[src/rtl/edge_thr_frame_ctrl.sv]
// Frame sequencer and adaptive HIGH/LOW threshold controller for the Canny hysteresis stage.
// Build option: define ADAPTIVE_THR_EN to enable per-frame threshold adaptation.
module edge_thr_frame_ctrl #(
    parameter int IMG_W     = 256,
    parameter int IMG_H     = 256,
    parameter int CNT_W     = 17,
    parameter int HIGH_INIT = 155,
    parameter int GAP       = 25,
    parameter int STEP      = 4,
    parameter int TGT_LO    = 1000,
    parameter int TGT_HI    = 4000
) (
    input  logic             clk_i,
    input  logic             rst_i,
    input  logic             start_i,
    input  logic             cont_i,
    input  logic             abort_i,
    input  logic             pix_valid_i,
    input  logic [1:0]       edge_type_i,
    output logic             pix_ready_o,
    output logic [7:0]       high_th_o,
    output logic [7:0]       low_th_o,
    output logic [CNT_W-1:0] strong_cnt_o,
    output logic [CNT_W-1:0] weak_cnt_o,
    output logic             frame_done_o,
    output logic             busy_o,
    output logic             ovf_o
);

    localparam int XW = (IMG_W > 1) ? $clog2(IMG_W) : 1;
    localparam int YW = (IMG_H > 1) ? $clog2(IMG_H) : 1;
    localparam logic [7:0] HIGH_RST = 8'(HIGH_INIT);
    localparam logic [7:0] LOW_RST  = (HIGH_INIT > GAP) ? 8'(HIGH_INIT - GAP) : 8'd0;

    typedef enum logic [1:0] {IDLE = 2'd0, RUN = 2'd1, UPDATE = 2'd2} state_e;

    state_e           state_q;
    logic [XW-1:0]    x_q;
    logic [YW-1:0]    y_q;
    logic [CNT_W-1:0] s_acc_q, w_acc_q, s_acc_d, w_acc_d;
    logic [CNT_W-1:0] scnt_q, wcnt_q;
    logic [7:0]       high_q, low_q, high_d, low_d;
    logic             ready_q, done_q, busy_q, ovf_q;
    logic             accept, last_px;

    assign accept  = pix_valid_i && ready_q;
    assign last_px = (x_q == XW'(IMG_W - 1)) && (y_q == YW'(IMG_H - 1));

    // Saturating accumulators; 2'b11 falls through as "none".
    always_comb begin
        s_acc_d = s_acc_q;
        w_acc_d = w_acc_q;
        if (edge_type_i == 2'b10 && s_acc_q != '1) s_acc_d = s_acc_q + 1'b1;
        if (edge_type_i == 2'b01 && w_acc_q != '1) w_acc_d = w_acc_q + 1'b1;
    end

    always_comb begin
        high_d = high_q;
`ifdef ADAPTIVE_THR_EN
        if (int'(s_acc_q) > TGT_HI)
            high_d = (int'(high_q) + STEP > 255) ? 8'd255 : 8'(int'(high_q) + STEP);
        else if (int'(s_acc_q) < TGT_LO)
            high_d = (int'(high_q) - STEP < GAP + 1) ? 8'(GAP + 1) : 8'(int'(high_q) - STEP);
`endif
        low_d = (int'(high_d) > GAP) ? 8'(int'(high_d) - GAP) : 8'd0;
    end

    always_ff @(posedge clk_i) begin
        if (rst_i) begin
            state_q <= IDLE;
            x_q     <= '0;
            y_q     <= '0;
            s_acc_q <= '0;
            w_acc_q <= '0;
            scnt_q  <= '0;
            wcnt_q  <= '0;
            high_q  <= HIGH_RST;
            low_q   <= LOW_RST;
            ready_q <= 1'b0;
            done_q  <= 1'b0;
            busy_q  <= 1'b0;
            ovf_q   <= 1'b0;
        end else begin
            done_q <= 1'b0;
            if (pix_valid_i && !ready_q) ovf_q <= 1'b1;
            if (abort_i) begin
                state_q <= IDLE;
                ready_q <= 1'b0;
                busy_q  <= 1'b0;
                x_q     <= '0;
                y_q     <= '0;
                s_acc_q <= '0;
                w_acc_q <= '0;
            end else begin
                unique case (state_q)
                    IDLE: begin
                        x_q     <= '0;
                        y_q     <= '0;
                        s_acc_q <= '0;
                        w_acc_q <= '0;
                        if (start_i) begin
                            state_q <= RUN;
                            ready_q <= 1'b1;
                            busy_q  <= 1'b1;
                        end
                    end
                    RUN: begin
                        if (accept) begin
                            s_acc_q <= s_acc_d;
                            w_acc_q <= w_acc_d;
                            if (x_q == XW'(IMG_W - 1)) begin
                                x_q <= '0;
                                y_q <= y_q + 1'b1;
                            end else begin
                                x_q <= x_q + 1'b1;
                            end
                            // Pulse lands in the UPDATE cycle; results follow one cycle later.
                            if (last_px) begin
                                state_q <= UPDATE;
                                ready_q <= 1'b0;
                                done_q  <= 1'b1;
                            end
                        end
                    end
                    UPDATE: begin
                        scnt_q  <= s_acc_q;
                        wcnt_q  <= w_acc_q;
                        high_q  <= high_d;
                        low_q   <= low_d;
                        x_q     <= '0;
                        y_q     <= '0;
                        s_acc_q <= '0;
                        w_acc_q <= '0;
                        if (cont_i) begin
                            state_q <= RUN;
                            ready_q <= 1'b1;
                        end else begin
                            state_q <= IDLE;
                            busy_q  <= 1'b0;
                        end
                    end
                    default: begin
                        state_q <= IDLE;
                        ready_q <= 1'b0;
                        busy_q  <= 1'b0;
                    end
                endcase
            end
        end
    end

    assign pix_ready_o  = ready_q;
    assign high_th_o    = high_q;
    assign low_th_o     = low_q;
    assign strong_cnt_o = scnt_q;
    assign weak_cnt_o   = wcnt_q;
    assign frame_done_o = done_q;
    assign busy_o       = busy_q;
    assign ovf_o        = ovf_q;

endmodule

[config.mk]
export PLATFORM = sky130hd
export DESIGN_NAME = edge_thr_frame_ctrl
export DESIGN_NICKNAME = d
export VERILOG_FILES = /design/src/rtl/edge_thr_frame_ctrl.sv
export SDC_FILE = /design/constraint.sdc
export NUM_CORES = 1
export LEC_CHECK = 0
export ABC_AREA = 1
export BUFFER_PORTS_ARGS = -buffer_cell sky130_fd_sc_hd__buf_4
export CORE_ASPECT_RATIO = 0.9
export CORE_MARGIN = 2
export CORE_UTILIZATION = 31
export DETAILED_ROUTE_END_ITERATION = 10
export GPL_TIMING_DRIVEN = 0
export PLACE_DENSITY_LB_ADDON = 0.08
export SYNTH_ARGS = -nofsm -noshare
export SYNTH_HDL_FRONTEND = slang
export SYNTH_SLANG_ARGS = --single-unit
[constraint.sdc]
create_clock -name clk_i -period 3.75 [get_ports clk_i]
set_input_delay 0.75 -clock clk_i [delete_from_list [all_inputs] [get_ports clk_i]]
set_output_delay 0.75 -clock clk_i [all_outputs]
set_load 0.01 [all_outputs]
# Word-level counts from Yosys, hierarchy flattened
# Cells that the tools add are included.
dict set report word_totals {
  mem_bits_ro 0
  ram_bits 0
  out_inout_bits 54
  latch_bits 0
  word_cells 78
  n_memories 0
  ff_bits 90
}
dict set report classes {
  n_reduce_logical 19
  n_shift 0
  mul 0
  eq_ne 16
  n_addsub 4
  bitwise_logic 3
  div_mod_pow 0
  n_lt_le_gt_ge 0
  mux 25
}
# op count
set ops {}
lappend ops {{17-bit 2-to-1 mux} 4}
lappend ops {{17-bit one-hot mux with 2 select lines} 2}
lappend ops {{17-bit by 1-bit adder with 17-bit output, second input constant} 2}
lappend ops {{17-bit inequality test, second input constant} 2}
lappend ops {{8-bit 2-to-1 mux} 4}
lappend ops {{8-bit one-hot mux with 2 select lines} 2}
lappend ops {{8-bit by 1-bit adder with 8-bit output, second input constant} 2}
lappend ops {{8-bit == test, second input constant} 2}
lappend ops {{2-bit inequality test, second input constant} 8}
lappend ops {{3-bit AND reduction} 5}
lappend ops {{1-bit 2-to-1 mux} 7}
lappend ops {{2-bit 2-to-1 mux} 3}
lappend ops {{1-bit one-hot mux with 3 select lines} 2}
lappend ops {{2-bit one-hot mux with 3 select lines} 1}
lappend ops {{1-bit logical AND} 5}
lappend ops {{2-bit by 1-bit == test with 1-bit output, second input constant} 2}
lappend ops {{2-bit == test, second input constant} 2}
lappend ops {{2-bit AND reduction} 2}
lappend ops {{4-bit AND reduction} 1}
lappend ops {{2-bit OR reduction} 2}
lappend ops {{4-bit OR reduction} 1}
lappend ops {{1-bit inverter} 3}
lappend ops {{2-bit logical NOT} 1}
lappend ops {{2-bit nonzero test} 1}
lappend ops {{1-bit logical NOT} 1}

# Longest topological paths before layout
# Gate-level depths: netlist of the first run.
dict set report depth {
  ltp_word 5
  mapped_depth 15
}

# Worst setup path after synthesis of the first run
# No wires, ideal clock.
dict set report synth_path {
  path_kind {reg2reg}
  startpoint {register s_acc_q[0]}
  endpoint {register s_acc_q[11]}
  required_ns 3.637
  synth_period_minus_slack_ns 1.912
  slack_ns 1.838
  arrival_ns 1.799
  stages_incl_launch_ff 16
  cell_sequence {dfxtp_1 ha_1 nand2_1 nor2_1 nand4_1 nor3_1 ha_1 inv_1 nand3_1 nand2_1 nand2_4 nor2_2 nand2_1 nand2_1 inv_1 nor2_1}
}
dict set report synth_via {
  elab_chain_len 4
  elab_cells_between_ends 8
}
# item line_no
set synth_lines {}
lappend synth_lines {{from (decl)} 40} ;# logic [CNT_W-1:0] s_acc_q, w_acc_q, s_acc_d, w_acc_d;
lappend synth_lines {{from (signal assigned)} 73} ;# s_acc_q <= '0;
lappend synth_lines {{from (signal assigned)} 92} ;# s_acc_q <= '0;
lappend synth_lines {{from (signal assigned)} 99} ;# s_acc_q <= '0;
lappend synth_lines {{17-bit by 1-bit adder with 17-bit output or 17-bit inequality test (tied branches)} 53} ;# if (edge_type_i == 2'b10 && s_acc_q != '1) s_acc_d = s_acc_q + 1'b1;
lappend synth_lines {{17-bit 2-to-1 mux or 1-bit logical AND (tied branches)} 53}
lappend synth_lines {{17-bit 2-to-1 mux or 2-bit inequality test (tied branches)} -}
lappend synth_lines {{17-bit one-hot mux with 2 select lines or 3-bit AND reduction (tied branches)} -}
# Parallel ways exist; a longest one is shown, timed or not. The select of a mux whose other input is x is not followed.
# A chain may end at the register's enable or synchronous reset.

# Worst setup path after layout of the first run
dict set report layout_path {
  startpoint {register s_acc_q[0]}
  endpoint {register s_acc_q[14]}
}
# Same word-level chain as after synthesis.

==> flow_metrics.py, run 1 <==
metrics = {
    "outcome": {
        "outcome": "complete, no violations",
    },
    "layout": {
        "final_nets": 680,
        "drive_gt1_frac": 0.185,
        "fin_util": 0.385,
        "final_common_cell": "nand2_1",
        "layout_common_cells": "113 x nand2_1, 90 x dfxtp_1, 80 x nor2_1",
        "syn_to_final_growth_pct": 20.7,
        "diodes": 0,
        "fill_cells": 1428,
    },
    "critical_path": {
        "r2r_slack_ns": 1.35,
        "critPathBufInv": 1,
        "worst_path_largest_cell_delay_ns": 0.45,
        "crit_end": "s_acc_q[14]",
        "cp.required_ns": 4.04,
        "critPathSlowestCell": "dfxtp_1",
        "reg2regPathDepth": 14,
        "critPathCaptureType": "flip-flop",
        "r2r_end": "s_acc_q[14]",
        "crit_type": "flip-flop to flip-flop",
        "worstPathArrival_ns": 2.69,
        "crit_top_cell": "nand2_1",
        "cp.depth": 14,
        "r2r_start": "s_acc_q[0]",
        "cp_cell_sequence": "ha_1 -> nand2_1 -> nor2_1 -> nand4_1 -> nor3_1 -> ha_1 -> inv_1 -> nand3_1 -> nand2_1 -> nand2_4 -> nor2_2 -> nand3_1 -> nand2_1 -> a21oi_1",
        "startpoint_type": "flip-flop",
        "path_delay_family": "simple AND/OR/NAND/NOR gates",
        "crit_start": "s_acc_q[0]",
        "cp_max_fo": 10,
    },
    "placed_design": {
        "gp_congestion": 0.845,
        "port_buffers": 44,
        "post-place-ws_ns": 1.31,
        "dp_hpwl_um": 8160,
    },
    "clock_tree": {
        "post-cts-setup-buffer-count": 0,
        "clock_sinks": 90,
        "clockBufferDepth": 2,
        "root_buffer": "clkbuf_16",
        "postCtsResizedCells": 0,
        "cts_inserted_buffers": 9,
        "htreeDepth": 3,
        "cts_hold_buf": 0,
        "cts_tree": "built",
        "clk_pin_slew_ns": 0.07,
        "clk-insertion-delay-late_ns": 0.35,
    },
    "sta": {
        "hold_viol_final": 0,
        "worst_pin_slew_ns": 0.514,
        "setup_viol": 0,
        "setup_tns_ns": 0,
        "fin_crit_ns": 2.40,
        "slew_headroom": 0.657,
        "fin_crit_sh": 0.640,
        "rsz0062_at_grt": "no",
        "worst_slack_ns": 1.35,
        "drv_slew": 0,
        "max_freq_mhz": 417,
        "skew_ns": 0.00635,
    },
    "drt": {
        "ant_nets": 0,
        "drc": 0,
        "met1_length_um": 5320,
        "first_iter_violations": 196,
        "top_layer": "met4",
        "wl_per_cell_um": 13.2,
        "wl_met3_um": 296,
        "vias": 3798,
        "wl_met2_um": 5260,
        "wirelength_um": 11000,
        "first_pass_iters": 4,
        "vias_per_cell": 4.53,
    },
    "global_route": {
        "grt_remaining_overflow": 0,
        "grt_pass1_vias": 3617,
        "grt_use_total": 0.159,
        "antenna_found_initial": 0,
        "grt_pass1_wl_um": 18100,
        "grt_max_degree": 16,
    },
    "synthesis": {
        "ys.warnings.count": 0,
        "synth-seq-area-share": 0.419,
        "syn_avg_cell_area_um2": 7.19,
        "ys_seq_elements": 90,
        "ys_types": 37,
        "synth_area_um2": 4300,
        "netlist_instances": 597,
    },
    "floorplanning": {
        "start_util": 0.319,
        "core_um2": 13500,
        "ios": 62,
        "fp-row-count": 40,
        "dieArea_um2": 14800,
        "die_width_um": 128,
        "die_height_um": 116,
    },
    "run": {
        "max_cap_viol_count": 0,
    },
    "pwr": {
        "powerDensity_nw_per_um2": 380,
        "ir_worst_vdd_mv": 0.260,
        "power.leakage_uw": 0.00200,
    },
    "min_path": {
        "hp-class": "flip-flop to flip-flop",
    },
}
stage by stage:
step	hold WS [ns]	power, uW	instances	instance area (um2)
3_3_place_gp	0.451	1080	823	4890
3_5_place_dp	0.454	1080	823	4890
4_1_cts	0.466	2000	839	5180
5_1_grt	0.481	2050	839	5180
6_report	0.459	1970	839	5180
2_1_floorplan	0.438	1050	611	4350
flip-flops by register name, summed over array words and instances, names as in the netlist:
name,flops
frame_done_o,1
state_q,2
x_q,8
y_q,8
s_acc_q,17
pix_ready_o,1
ovf_o,1
w_acc_q,17
weak_cnt_o,17
busy_o,1
strong_cnt_o,17
layout make-up:
type	instances	area, um2	share of cell area
multi-input combinational	411	2050	0.395
sequential	90	1800	0.348
timing repair buffer	44	330	0.0637
inverter	77	289	0.0558
clock buffer	9	225	0.0434
buffer	33	210	0.0406
tap	168	210	0.0406
clock inverter	7	70.1	0.0135
layer usage:
metal	track usage	up-vias
met5	0	-
met3	0.0360	12
met1	0.205	1697
met2	0.265	49
met4	0.0549	0
li1	-	2040
how the worst min path moves through the flow:
| stage | slack, ns | startpoint | end | cells after the start |
|---|---|---|---|---|
| global placement | 0.45 | weak_cnt_o[7] | weak_cnt_o[7] | 2 |
| CTS | 0.47 | weak_cnt_o[7] | weak_cnt_o[7] | 2 |
| global route | 0.48 | weak_cnt_o[0] | weak_cnt_o[0] | 2 |
| finish | 0.46 | weak_cnt_o[7] | weak_cnt_o[7] | 2 |
| floorplan | 0.44 | s_acc_q[14] | s_acc_q[14] | 2 |
| detailed placement | 0.45 | weak_cnt_o[7] | weak_cnt_o[7] | 2 |
cell families (layout without fill, tap and decap cells):
kind of cell	after synthesis	count (layout)	share of synthesized area
DFF	90	90	0.419
AOI/OAI and AO/OA	104	104	0.135
other	2	16	0.00175
adders and majority gates	6	6	0.0175
and+or+nand+nor	284	284	0.308
buffers and inverters	110	170	0.116
xor gates and xnor gates	1	1	0.00204
cell usage after synthesis (all sizes together):
library cell / n / share of area
xor2: 1 / 0.0020
a22oi: 1 / 0.0017
nor2: 88 / 0.089
o21ai: 27 / 0.031
o21bai: 3 / 0.0052
conb: 2 / 0.0017
nand3b: 2 / 0.0044
inv: 77 / 0.067
o21a: 1 / 0.0017
ha: 6 / 0.017
nand2: 117 / 0.11
a211oi: 19 / 0.033
and3: 1 / 0.0015
nor3b: 1 / 0.0017
a31oi: 1 / 0.0015
a21oi: 52 / 0.061
nor4: 4 / 0.0058
nand4: 9 / 0.013
clkbuf: 5 / 0.0044
nand3: 33 / 0.044
nor3: 12 / 0.014
or2: 17 / 0.025
buf: 28 / 0.045
dfxtp: 90 / 0.42
tightest hold or removal path: stages (launching register included):
cell,delay [ns]
dfxtp_1,0.31
inv_1,0.05
a211oi_1,0.06
power by group:
part / switching, uW / internal, uW
clock: 398 / 514
combinational: 62.9 / 34.1
sequential: 4.07 / 959
total: 465 / 1510
Power figures use the tool's default switching activity.
==> run 2: changes to the inputs <==
==> constraint.sdc (replaced) <==
create_clock -name clk_i -period 2.1 [get_ports clk_i]
set_input_delay 0.42 -clock clk_i [delete_from_list [all_inputs] [get_ports clk_i]]
set_output_delay 0.42 -clock clk_i [all_outputs]
set_load 0.01 [all_outputs]
==> run 2 against run 1 <==
Wire length grew 1.6%; combinational power grew 89%; clock power grew 79%; setup slack lost 1.2 ns; register-to-register slack lost 1.2 ns; design area grew 2.7%; non-clock buffer count grew 2; sequential share of layout area shrank 0.57 points; power grew 79%; cell count grew 0.36%; count of clock-buffer cells in the layout is the same; critical path type unchanged; largest cell class unchanged; largest power group unchanged.
==> flow_metrics.py, run 2 (synthesis results as in run 1) <==
metrics = {
    "critical_path": {
        "critPathBufInv": 1,
        "cp_max_fo": 5,
        "crit_type": "flip-flop to flip-flop",
        "worst_path_largest_cell_delay_ns": 0.37,
        "startpoint_type": "flip-flop",
        "worstPathArrival_ns": 2.22,
        "critPathCaptureType": "flip-flop",
        "path_delay_family": "simple AND/OR/NAND/NOR gates",
        "cp.required_ns": 2.35,
        "cp_cell_sequence": "nand2_1 -> nor2_2 -> nand3_2 -> nor4_4 -> ha_2 -> inv_1 -> nand3_1 -> nand2_2 -> nand3_2 -> nor2_1 -> o21ai_0 -> nor2_1",
        "critPathSlowestCell": "dfxtp_4",
    },
    "layout": {
        "diodes": 0,
        "drive_gt1_frac": 0.224,
        "fin_util": 0.396,
        "fill_cells": 1420,
        "final_common_cell": "nand2_1",
        "final_area_um2": 5330,
        "layout_common_cells": "108 x nand2_1, 83 x dfxtp_1, 77 x nor2_1",
        "final_nets": 683,
        "syn_to_final_growth_pct": 24.0,
    },
    "outcome": {
        "outcome": "complete, no violations",
    },
    "sta": {
        "slew_headroom": 0.657,
        "fin_crit_sh": 0.942,
        "setup_tns_ns": 0,
        "worst_slack_ns": 0.123,
        "fin_crit_ns": 1.98,
        "setup_viol": 0,
        "drv_slew": 0,
        "worst_pin_slew_ns": 0.514,
        "skew_ns": 0.00585,
        "hold_viol_final": 0,
        "max_freq_mhz": 506,
    },
    "floorplanning": {
        "ios": 62,
        "die_width_um": 128,
        "start_util": 0.319,
        "dieArea_um2": 14800,
        "die_height_um": 116,
        "core_um2": 13500,
        "fp-row-count": 40,
    },
    "placed_design": {
        "post-place-ws_ns": -0.342,
        "post_dp_cell_area_um2": 4890,
        "gp_congestion": 0.845,
        "port_buffers": 44,
        "dp_hpwl_um": 8160,
    },
    "min_path": {
        "hp-class": "input pin to flip-flop",
    },
    "drt": {
        "vias": 3834,
        "drc": 0,
        "ant_nets": 0,
        "wirelength_um": 11200,
        "first_pass_iters": 4,
        "first_iter_violations": 169,
        "wl_per_cell_um": 13.3,
        "vias_per_cell": 4.55,
    },
    "global_route": {
        "grt_pass1_wl_um": 18200,
        "grt_pass1_vias": 3629,
        "grt_remaining_overflow": 0,
        "grt_use_total": 0.160,
        "antenna_found_initial": 0,
        "grt_max_degree": 16,
    },
    "clock_tree": {
        "cts_inserted_buffers": 9,
        "clk_pin_slew_ns": 0.07,
        "root_buffer": "clkbuf_16",
        "clock_sinks": 90,
        "htreeDepth": 3,
        "clk-insertion-delay-late_ns": 0.35,
        "clockBufferDepth": 2,
        "cts_tree": "built",
    },
    "pwr": {
        "p_total_uw": 3530,
        "ir_worst_vdd_mv": 0.464,
        "power.leakage_uw": 0.00204,
        "powerDensity_nw_per_um2": 662,
    },
    "run": {
        "max_cap_viol_count": 0,
    },
}
[run 2: cell types whose count changed in the layout (fill, tap and decap cells not counted), moves of 3 or more]
cell,before,now
dfxtp_1,90,83
ha_1,6,3
nand2_2,1,6
nand2_1,113,108
dfxtp_2,0,3
dfxtp_4,0,4
nor2_1,80,77
[run 2: area by class of cell]
class / instances / area, um2 / share of cell area
buffer: 33 / 210 / 0.0395
inverter: 77 / 289 / 0.0543
sequential: 90 / 1820 / 0.342
clock inverter: 7 / 70.1 / 0.0132
timing repair buffer: 46 / 345 / 0.0648
tap: 168 / 210 / 0.0395
multi-input combinational: 412 / 2150 / 0.405
clock buffer: 9 / 225 / 0.0423
[run 2: what timing repair did]
item,in CTS,in global routing
setup endpoints to repair,22,25
cloned,1,0
setup buffers,2,0
gates resized for setup,15,21
hold buffers,0,0
pin swaps,4,7
[run 2: per-stage QoR]
| step | std cells | hold WS (ns) |
|---|---|---|
| after floorplan | 611 | 0.438 |
| after global placement | 823 | 0.451 |
| after detailed placement | 823 | 0.454 |
| after CTS | 842 | 0.349 |
| after global routing | 842 | 0.378 |
| final | 842 | 0.359 |
[run 2: final timing paths]
check	startpoint	end	slack, ns	depth (start not counted)
min reg2reg	weak_cnt_o[7]	weak_cnt_o[7]	0.46	2
min	pix_valid_i	ovf_o	0.36	3
max reg2reg	w_acc_q[13]	w_acc_q[10]	0.12	12
max	w_acc_q[13]	w_acc_q[10]	0.12	12
[run 2: worst register-to-register path: cells and delay by family, from the launching register on]
family	cells	cell delay, ns
flops	1	0.37
compound gates	1	0.14
fa+ha+maj	1	0.24
simple gates	9	1.09
buf+inv	1	0.04
[run 2: where the power goes]
part	leakage, uW	internal [uW]	switching (uW)
combinational	0.00118	64.3	119
clock	0.000133	917	710
sequential	0.000730	1710	7.29
total	0.00204	2690	837
[run 2: per-layer routing]
metal  vias up  global-route usage  part of all wire
li1       2038                   -                 -
met1      1720               0.205              0.48
met2        64               0.267              0.47
met3        12              0.0360             0.037
met4         0              0.0549             0.015
met5         -                   0                 0
==> run 3: changes to the inputs <==
--- a/config.mk
+++ b/config.mk
@@ -8,7 +8,6 @@
 export ABC_AREA = 1
 export BUFFER_PORTS_ARGS = -buffer_cell sky130_fd_sc_hd__buf_4
 export CORE_ASPECT_RATIO = 0.9
-export CORE_MARGIN = 2
 export CORE_UTILIZATION = 31
 export DETAILED_ROUTE_END_ITERATION = 10
 export GPL_TIMING_DRIVEN = 0
==> constraint.sdc (replaced) <==
create_clock -name clk_i -period 2.37 [get_ports clk_i]
set_input_delay 0.474 -clock clk_i [delete_from_list [all_inputs] [get_ports clk_i]]
set_output_delay 0.474 -clock clk_i [all_outputs]
set_load 0.01 [all_outputs]
==> run 3 against run 2 <==
Wire length is essentially flat; setup slack better by 0.13 ns; cell count shrank 0.12%; non-clock buffer count did not move; power is 12% lower; register-to-register slack gained 0.13 ns; clock power down 13%; design area is 1.7% lower; first-iteration DRC count up 1.2%; sequential share of layout area rose by 0.41 points; clock skew barely moved.
==> flow_metrics.py, run 3 (synthesis results as in run 1) <==
metrics = {
    "critical_path": {
        "worst_path_largest_cell_delay_ns": 0.40,
        "critPathCaptureType": "flip-flop",
        "cp_max_fo": 7,
        "reg2regPathDepth": 11,
        "critPathSlowestCell": "dfxtp_1",
        "r2r_start": "w_acc_q[1]",
        "path_delay_family": "simple AND/OR/NAND/NOR gates",
        "r2r_slack_ns": 0.25,
        "critPathBufInv": 1,
        "startpoint_type": "flip-flop",
        "r2r_end": "w_acc_q[7]",
        "cp_cell_sequence": "ha_1 -> nand2_1 -> nor4_2 -> ha_1 -> inv_1 -> nand3_1 -> nand2_1 -> nand3_2 -> nor2_4 -> o21ai_0 -> nor2_1",
        "cp.required_ns": 2.60,
        "crit_type": "flip-flop to flip-flop",
        "worstPathArrival_ns": 2.35,
    },
    "floorplanning": {
        "die_height_um": 114,
        "fp-row-count": 40,
        "dieArea_um2": 14300,
        "ios": 62,
        "start_util": 0.320,
        "die_width_um": 126,
        "core_um2": 13400,
    },
    "sta": {
        "hold_viol_final": 0,
        "fin_crit_sh": 0.894,
        "max_freq_mhz": 472,
        "worst_pin_slew_ns": 0.605,
        "rsz0062_at_grt": "no",
        "drv_slew": 0,
        "slew_headroom": 0.597,
        "skew_ns": 0.00597,
        "setup_viol": 0,
        "fin_crit_ns": 2.12,
        "whs_ns": 0.408,
    },
    "drt": {
        "vias": 3894,
        "ant_nets": 0,
        "wl_per_cell_um": 13.3,
        "vias_per_cell": 4.63,
        "first_pass_iters": 4,
        "first_iter_violations": 171,
        "drc": 0,
        "wirelength_um": 11200,
    },
    "pwr": {
        "ir_worst_vdd_mv": 0.334,
        "swShare": 0.224,
        "p_total_uw": 3110,
        "pwr-share-seq": 0.489,
        "power.leakage_uw": 0.00203,
        "power.share.combinational": 0.053,
        "clockPowerShare": 0.458,
        "powerDensity_nw_per_um2": 594,
        "net-switching-power_uw": 697,
        "p_int_uw": 2410,
    },
    "min_path": {
        "min_to": "ovf_o",
        "hp-class": "input pin to flip-flop",
        "hold_path_depth": 3,
        "hp-start": "pix_valid_i",
    },
    "placed_design": {
        "port_buffers": 44,
        "gp_congestion": 0.815,
        "dp_hpwl_um": 8100,
    },
    "clock_tree": {
        "root_buffer": "clkbuf_16",
        "clk_pin_slew_ns": 0.07,
        "clock_sinks": 90,
        "cts_hold_buf": 0,
        "clockBufferDepth": 2,
        "cts_inserted_buffers": 9,
        "cts_tree": "built",
        "htreeDepth": 3,
        "clk-insertion-delay-late_ns": 0.34,
    },
    "global_route": {
        "grt_pass1_wl_um": 18400,
        "grt_pass1_vias": 3641,
        "grt_max_degree": 14,
        "antenna_found_initial": 0,
        "grt_remaining_overflow": 0,
        "grt_use_total": 0.166,
    },
    "layout": {
        "final_nets": 683,
        "layout_common_cells": "112 x nand2_1, 87 x dfxtp_1, 79 x nor2_1",
        "drive_gt1_frac": 0.198,
        "diodes": 0,
        "fill_cells": 1475,
        "final_common_cell": "nand2_1",
        "syn_to_final_growth_pct": 21.8,
    },
    "outcome": {
        "outcome": "complete, no violations",
    },
    "run": {
        "max_cap_viol_count": 0,
    },
}
## run 3: cell count changes in the layout (fill, tap and decap cells not counted), sizes merged
cell	before	now
clkbuf	14	17
clkinvlp	4	0
## run 3: cell type report
cell class / instances / area (um2) / share of cell area
plain buffers: 33 / 210 / 0.0402
multi-input cells: 412 / 2080 / 0.398
clock buffers: 12 / 246 / 0.0471
well taps: 168 / 210 / 0.0402
flip-flops and latches: 90 / 1810 / 0.346
inverters: 77 / 289 / 0.0552
repair buffers: 46 / 345 / 0.0660
clock inverters: 3 / 40.0 / 0.00765
## run 3: power by group through the flow
stage / clock network, uW / logic, uW / registers (uW)
6_report: 1420 / 164 / 1520
3_3_place_gp: 0 / 155 / 1560
5_1_grt: 1540 / 183 / 1520
2_1_floorplan: 0 / 108 / 1560
4_1_cts: 1480 / 156 / 1520
3_5_place_dp: 0 / 155 / 1560
## run 3: how the worst max path moves through the flow
stage | slack [ns] | end | from | cells after the start
after floorplan | 0.46 | s_acc_q[11] | s_acc_q[0] | 15
after global placement | -0.02 | s_acc_q[11] | s_acc_q[1] | 15
after detailed placement | 0.02 | s_acc_q[11] | s_acc_q[1] | 15
after CTS | 0.05 | s_acc_q[11] | s_acc_q[1] | 15
after global routing | 0.04 | s_acc_q[10] | s_acc_q[0] | 13
final | 0.25 | w_acc_q[7] | w_acc_q[1] | 11
## run 3: worst reg2reg max path: cells and delay by family (launching register included)
family	cells	cell delay, ns
adders and majority gates	2	0.43
DFF	1	0.40
buffers and inverters	1	0.05
AOI/OAI and AO/OA	1	0.16
and+or+nand+nor	7	0.98
## run 3: per-layer routing
layer,part of all wire,vias up,track usage
li1,-,2051,-
met1,0.50,1766,0.219
met2,0.45,68,0.266
met3,0.043,9,0.0417
met4,0.012,0,0.0554
met5,0,-,0
## run 3: metrics by stage
stage | cells | utilization | TNS (ns) | area [um2] | setup WS, ns
2_1_floorplan | 611 | - | 0 | 4350 | 0.458
3_3_place_gp | 823 | 0.364 | -0.0215 | 4890 | -0.0167
3_5_place_dp | 823 | 0.364 | 0 | 4890 | 0.0244
4_1_cts | 838 | 0.386 | 0 | 5180 | 0.0542
5_1_grt | 841 | 0.390 | 0 | 5230 | 0.0393
6_report | 841 | 0.390 | 0 | 5230 | 0.252
## run 3: timing repair
item                                    in CTS  in global routing
buffers inserted                             0                  2
pin swaps                                    0                  2
resized for setup                            1                 11
gates cloned                                 0                  1
endpoints found under the setup margin       2                 27
